==> src/rtl/de_write_combiner.sv <==
// -----------------------------------------------------------------------------
// de_write_combiner
//   Write combiner between the drawing engine's de_* pixel-write port and the
//   frame-store memory port. Byte writes to the same 32-bit word are merged
//   in a hold register. Finished words are queued in a DEPTH-entry FIFO that
//   drains to memory through a req/ack handshake.
//
//   A word leaves the hold register in one of three ways:
//   - a write to a different address evicts it;
//   - flush is high;
//   - the hold has been idle for TIMEOUT cycles.
//
// Ports
//   clk, rst_n             clock, asynchronous active-low reset
//   de_req/de_ack          engine write handshake (de_ack is a registered pulse)
//   de_addr/de_nbyte/
//   de_rnw/de_w_data       engine write: word address, active-low byte enables,
//                          read flag (reads are never acked), data
//   flush                  level request to push the hold register
//   mem_req/mem_ack        FIFO head valid / head consumed
//   mem_addr/mem_nbyte/
//   mem_rnw/mem_w_data     FIFO head contents (mem_rnw is always 0)
//   idle                   hold register and FIFO both empty
// -----------------------------------------------------------------------------

// Per-byte-lane merge: keep the held byte unless this write enables the lane.
module de_wc_lane (
  input  logic [7:0] hold_i,
  input  logic [7:0] wr_i,
  input  logic       keep_i,   // active-low byte enable of the incoming write
  output logic [7:0] merged_o
);
  assign merged_o = keep_i ? hold_i : wr_i;
endmodule

module de_write_combiner #(
  parameter int DEPTH   = 4,
  parameter int TIMEOUT = 16
) (
  input  logic        clk,
  input  logic        rst_n,
  input  logic        de_req,
  output logic        de_ack,
  input  logic [17:0] de_addr,
  input  logic [3:0]  de_nbyte,
  input  logic        de_rnw,
  input  logic [31:0] de_w_data,
  input  logic        flush,
  output logic        mem_req,
  input  logic        mem_ack,
  output logic [17:0] mem_addr,
  output logic [3:0]  mem_nbyte,
  output logic        mem_rnw,
  output logic [31:0] mem_w_data,
  output logic        idle
);

  localparam int NUM_LANES = 4;
  localparam int AW        = (DEPTH > 1) ? $clog2(DEPTH) : 1;
  localparam int CW        = AW + 1;
  localparam int TW        = $clog2(TIMEOUT + 1);

  // ---------------------------------------------------------------------------
  // State
  // ---------------------------------------------------------------------------
  logic                    hold_vld_q;
  logic [17:0]             hold_addr_q;
  logic [3:0]              hold_nbyte_q;
  logic [31:0]             hold_data_q;
  logic [TW-1:0]           tmo_q;
  logic                    de_ack_q;

  logic [AW-1:0]           wr_ptr_q, rd_ptr_q;
  logic [CW-1:0]           cnt_q;

  logic [17:0]             fifo_addr_q  [DEPTH];
  logic [3:0]              fifo_nbyte_q [DEPTH];
  logic [31:0]             fifo_data_q  [DEPTH];

  // ---------------------------------------------------------------------------
  // Byte-lane merge of the incoming write onto the hold register
  // ---------------------------------------------------------------------------
  logic [NUM_LANES-1:0][7:0] merged_data;

  for (genvar g = 0; g < NUM_LANES; g++) begin : g_lane
    de_wc_lane u_lane (
      .hold_i   (hold_data_q[8*g +: 8]),
      .wr_i     (de_w_data[8*g +: 8]),
      .keep_i   (de_nbyte[g]),
      .merged_o (merged_data[g])
    );
  end

  // ---------------------------------------------------------------------------
  // Control decode
  // ---------------------------------------------------------------------------
  logic pop, full, can_push;
  logic wr_try, hit, accept, evict, tmo_hit, drain, push;

  always_comb begin
    pop      = (cnt_q != '0) && mem_ack;
    full     = (cnt_q == CW'(DEPTH));
    // A full FIFO still takes a push when its head leaves in the same cycle.
    can_push = !full || pop;

    // No capture in the cycle de_ack is high: the engine has not yet seen
    // the ack and still presents the write that was already taken.
    wr_try   = de_req && !de_rnw && !de_ack_q;
    hit      = hold_vld_q && (hold_addr_q == de_addr);
    accept   = wr_try && (!hold_vld_q || hit || can_push);
    evict    = accept && hold_vld_q && !hit;

    // Flush and timeout only push when no write is taken this cycle. A merge
    // that coincides with flush is pushed on the following (ack) cycle.
    tmo_hit  = (tmo_q == TW'(TIMEOUT));
    drain    = !accept && hold_vld_q && (flush || tmo_hit) && can_push;
    push     = evict || drain;
  end

  // ---------------------------------------------------------------------------
  // Hold register, timeout counter, ack and FIFO pointers
  // ---------------------------------------------------------------------------
  always_ff @(posedge clk or negedge rst_n) begin
    if (!rst_n) begin
      hold_vld_q   <= 1'b0;
      hold_addr_q  <= '0;
      hold_nbyte_q <= 4'b1111;
      hold_data_q  <= '0;
      tmo_q        <= '0;
      de_ack_q     <= 1'b0;
      wr_ptr_q     <= '0;
      rd_ptr_q     <= '0;
      cnt_q        <= '0;
    end else begin
      de_ack_q <= accept;

      if (accept) begin
        hold_vld_q  <= 1'b1;
        hold_addr_q <= de_addr;
        tmo_q       <= '0;
        if (hit) begin
          hold_nbyte_q <= hold_nbyte_q & de_nbyte;
          hold_data_q  <= merged_data;
        end else begin
          hold_nbyte_q <= de_nbyte;
          hold_data_q  <= de_w_data;
        end
      end else if (drain) begin
        hold_vld_q   <= 1'b0;
        hold_nbyte_q <= 4'b1111;
        tmo_q        <= '0;
      end else if (hold_vld_q && !tmo_hit) begin
        // Saturates at TIMEOUT while the push is blocked by a full FIFO.
        tmo_q <= tmo_q + TW'(1);
      end

      if (push) wr_ptr_q <= wr_ptr_q + AW'(1);
      if (pop)  rd_ptr_q <= rd_ptr_q + AW'(1);

      if (push && !pop)      cnt_q <= cnt_q + CW'(1);
      else if (pop && !push) cnt_q <= cnt_q - CW'(1);
    end
  end

  // FIFO storage carries no reset; empty entries are masked at the outputs.
  always_ff @(posedge clk) begin
    if (push) begin
      fifo_addr_q[wr_ptr_q]  <= hold_addr_q;
      fifo_nbyte_q[wr_ptr_q] <= hold_nbyte_q;
      fifo_data_q[wr_ptr_q]  <= hold_data_q;
    end
  end

  // ---------------------------------------------------------------------------
  // Outputs: all taken from registered state
  // ---------------------------------------------------------------------------
  assign de_ack     = de_ack_q;
  assign mem_req    = (cnt_q != '0);
  assign mem_addr   = mem_req ? fifo_addr_q[rd_ptr_q]  : 18'd0;
  assign mem_nbyte  = mem_req ? fifo_nbyte_q[rd_ptr_q] : 4'b1111;
  assign mem_w_data = mem_req ? fifo_data_q[rd_ptr_q]  : 32'd0;
  assign mem_rnw    = 1'b0;
  assign idle       = !hold_vld_q && (cnt_q == '0);

endmodule

==> config.mk <==
export PLATFORM = sky130hd
export DESIGN_NAME = de_write_combiner
export DESIGN_NICKNAME = d
export VERILOG_FILES = /design/src/rtl/de_write_combiner.sv
export SDC_FILE = /design/constraint.sdc
export NUM_CORES = 1
export LEC_CHECK = 0
export CAP_MARGIN = 25
export CORE_MARGIN = 10
export CORE_UTILIZATION = 60
export CTS_CLUSTER_SIZE = 28
export DETAILED_ROUTE_END_ITERATION = 12
export PLACE_DENSITY = 0.94
export SLEW_MARGIN = 20
export SYNTH_ARGS = -nofsm -noshare
export SYNTH_HDL_FRONTEND = slang
export SYNTH_SLANG_ARGS = --single-unit
==> constraint.sdc <==
create_clock -name clk -period 5.19 [get_ports clk]
set_input_delay 0.7785 -clock clk [delete_from_list [all_inputs] [get_ports clk]]
set_output_delay 0.7785 -clock clk [all_outputs]
set_load 0.02 [all_outputs]
==> results.cfg <==
[critical_path]
crit_arrival_ps = 3430
r2r_start = cnt_q[0]$_DFFE_PN0P_
critPathRequiredTime_ps = 4410
crit_start = cnt_q[0]$_DFFE_PN0P_
crit_path_end_kind = output port
worst-path-max-fanout = 33
start_kind = register
path_class = reg -> out

[yosys]
syn_area_per_cell_um2 = 19.8
ys_seq_area_frac = 0.728
synth_fp_nets = 635
synthTopCellsByArea = edfxtp_1 (58%), dfrtp_1 (14%), mux4_2 (11%), mux2_2 (4.1%), and2_1 (3.1%)
yosysWarnings = 0
yosysUniqueCellTypes = 38
synth_top_area_frac = 0.577
synth_seq_cells = 284
syn-cell-area_mm2 = 0.0112
synthCells = 567
synth_top_area_cell = edfxtp_1

[power_and_ir_drop]
cellPowerDensity_mw_per_mm2 = 592
ir_drop_mv = 0.369
leakagePower_uw = 0.00464

[global_route]
track_usage = 0.199
grt_pass1_vias = 6367
overflow = 0
grt_max_degree = 69
grt_pass1_wl_mm = 37.5
antenna_found_initial = 0

[floorplan]
core_area_mm2 = 0.0186
rows = 50
dieArea_mm2 = 0.0246
initial_core_util = 0.605
dieHeight_um = 157
die_w_um = 157
pin_count = 118

[finish]
utilization = 0.726
area_delta_synth_final_pct = 20.0
drive_above_1_share = 0.234
final_common_cell = edfxtp_1
final_cell_mix = edfxtp_1 (216), clkdlybuf4s50_1 (115), dfrtp_1 (62)
n_antenna_cell = 0
final_nets = 769

[clock_network]
post_cts_buffers = 0
clock_path_buffers = 3
post_cts_resized = 0
cts_sinks = 284
insertion_delay_ps = 550
holdBufCountCts = 0
cts_buffers = 27
root_buffer = clkbuf_16
clk_pin_slew_ps = 60
h-tree-depth = 1
cts_tree = done

[placed_design]
place_congestion = 0.753
port_buffers = 116
dp_hpwl_mm = 14.8

[timing]
setup_violations = 0
clock.fmax_mhz = 238
final-hold-violation-count = 0
slew_headroom = 0.338
tns_ps = 0
rsz0062_at_grt = no
tightest_slew_ps = 993
period_minus_slack_ps = 4210
fin_skew_ps = 17.2
drv_slew = 0
min_period_over_period = 0.811

[outcome]
outcome = complete, no violations

[job]
drv_cap = 0

[routing]
firstDrtPassIters = 4
wl_per_cell_um = 25.1
drt_iter0_drc = 408
vias = 5833
via_per_inst = 6.10
wirelength_mm = 24.0
drtAntennaViolNets = 0
drc = 0

[min_path]
hp-class = in -> async
-- path summary, 6_finish.rpt --
| path | to | slack, ps | depth (start not counted) |
|---|---|---|---|
| hold / removal | hold_addr_q[4]$_DFFE_PN0P_ | 370 | 1 |
| hold reg to reg | fifo_data_q[2][7]$_DFFE_PP_ | 510 | 0 |
| max in group asynchronous | rd_ptr_q[0]$_DFFE_PN0P_ | 4110 | 1 |
| setup / recovery | idle | 980 | 5 |
| setup reg to reg | cnt_q[2]$_DFFE_PN0P_ | 1590 | 10 |
| min in group clk | fifo_data_q[2][7]$_DFFE_PP_ | 510 | 0 |
-- metrics by stage --
stage | hold WS [ps] | total power [uW] | cell area, um^2 | setup WS, ps | cells
final | 372 | 8000 | 13500 | 983 | 956
after global routing | 429 | 8320 | 13500 | 727 | 956
after CTS | 406 | 8060 | 13500 | 947 | 956
after detailed placement | 505 | 6200 | 12700 | 1310 | 906
after global placement | 474 | 6080 | 12700 | 1460 | 906
after floorplan | 456 | 5020 | 11200 | 1770 | 567
-- worst max-delay path: stages (launching register included) --
cell and delay [ps]:
dfrtp_1 460, nor3_1 510, clkinv_1 660, buf_4 450, nor2_1 150, clkdlybuf4s50_1 630
-- cell families (layout without fill, tap and decap cells) --
family / Yosys count / in the layout / synth area share
flip-flops: 284 / 284 / 0.728
multiplexers: 108 / 108 / 0.162
AND/OR/NAND/NOR: 99 / 99 / 0.0584
buffers and inverters: 30 / 185 / 0.0122
XOR/XNOR: 28 / 28 / 0.0218
AO/OA/AOI/OAI: 9 / 9 / 0.00734
adder cells (fa/ha/maj): 8 / 8 / 0.00957
other: 1 / 1 / 0.000333
-- state kept, by name, indices dropped and copies added, names as in the netlist --
name	count
cnt_q	3
hold_data_q	32
tmo_q	5
wr_ptr_q	2
fifo_addr_q	72
fifo_data_q	128
hold_vld_q	1
hold_addr_q	18
rd_ptr_q	2
fifo_nbyte_q	16
hold_nbyte_q	4
de_ack	1
-- where the power goes --
group | switching (uW) | total [uW] | internal (uW) | leakage (uW)
Clock | 817 | 1820 | 1000 | 0.000395
Sequential | 472 | 3540 | 3060 | 0.00276
Combinational | 1250 | 2640 | 1390 | 0.00148
Total | 2540 | 8000 | 5450 | 0.00464
-- per-layer routing --
metal  vias to the layer above  part of all wire  GRT usage
li1                       2473                 -          -
met4                         0             0.034     0.0773
met5                         -                 0          0
met3                        58             0.074     0.0453
met1                      3010              0.37      0.243
met2                       292              0.52      0.339
-- cell type report --
cell class,count,area (um^2)
timing repair buffer,127,1240
tap,234,293
sequential,284,8200
fill,982,5080
clock buffer,42,752
clock inverter,8,60.1
inverter,8,30.0
multi-input combinational,253,2920
-- Yosys cell counts (all sizes together) --
library cell,n
inv,8
xor2,7
buf,10
o22a,4
nor3b,1
mux2,52
dfrtp,64
dfstp,4
a211oi,1
ha,7
mux2i,2
nand4,10
o21a,1
clkbuf,12
nor4bb,1
conb,1
or2,6
fa,1
nor2,5
nand3,7
or4b,1
edfxtp,216
mux4,54
xnor2,21
nor3,9
o21ai,3
and2,55
nand2,4
Note: power is estimated with default switching activity, not from simulation.
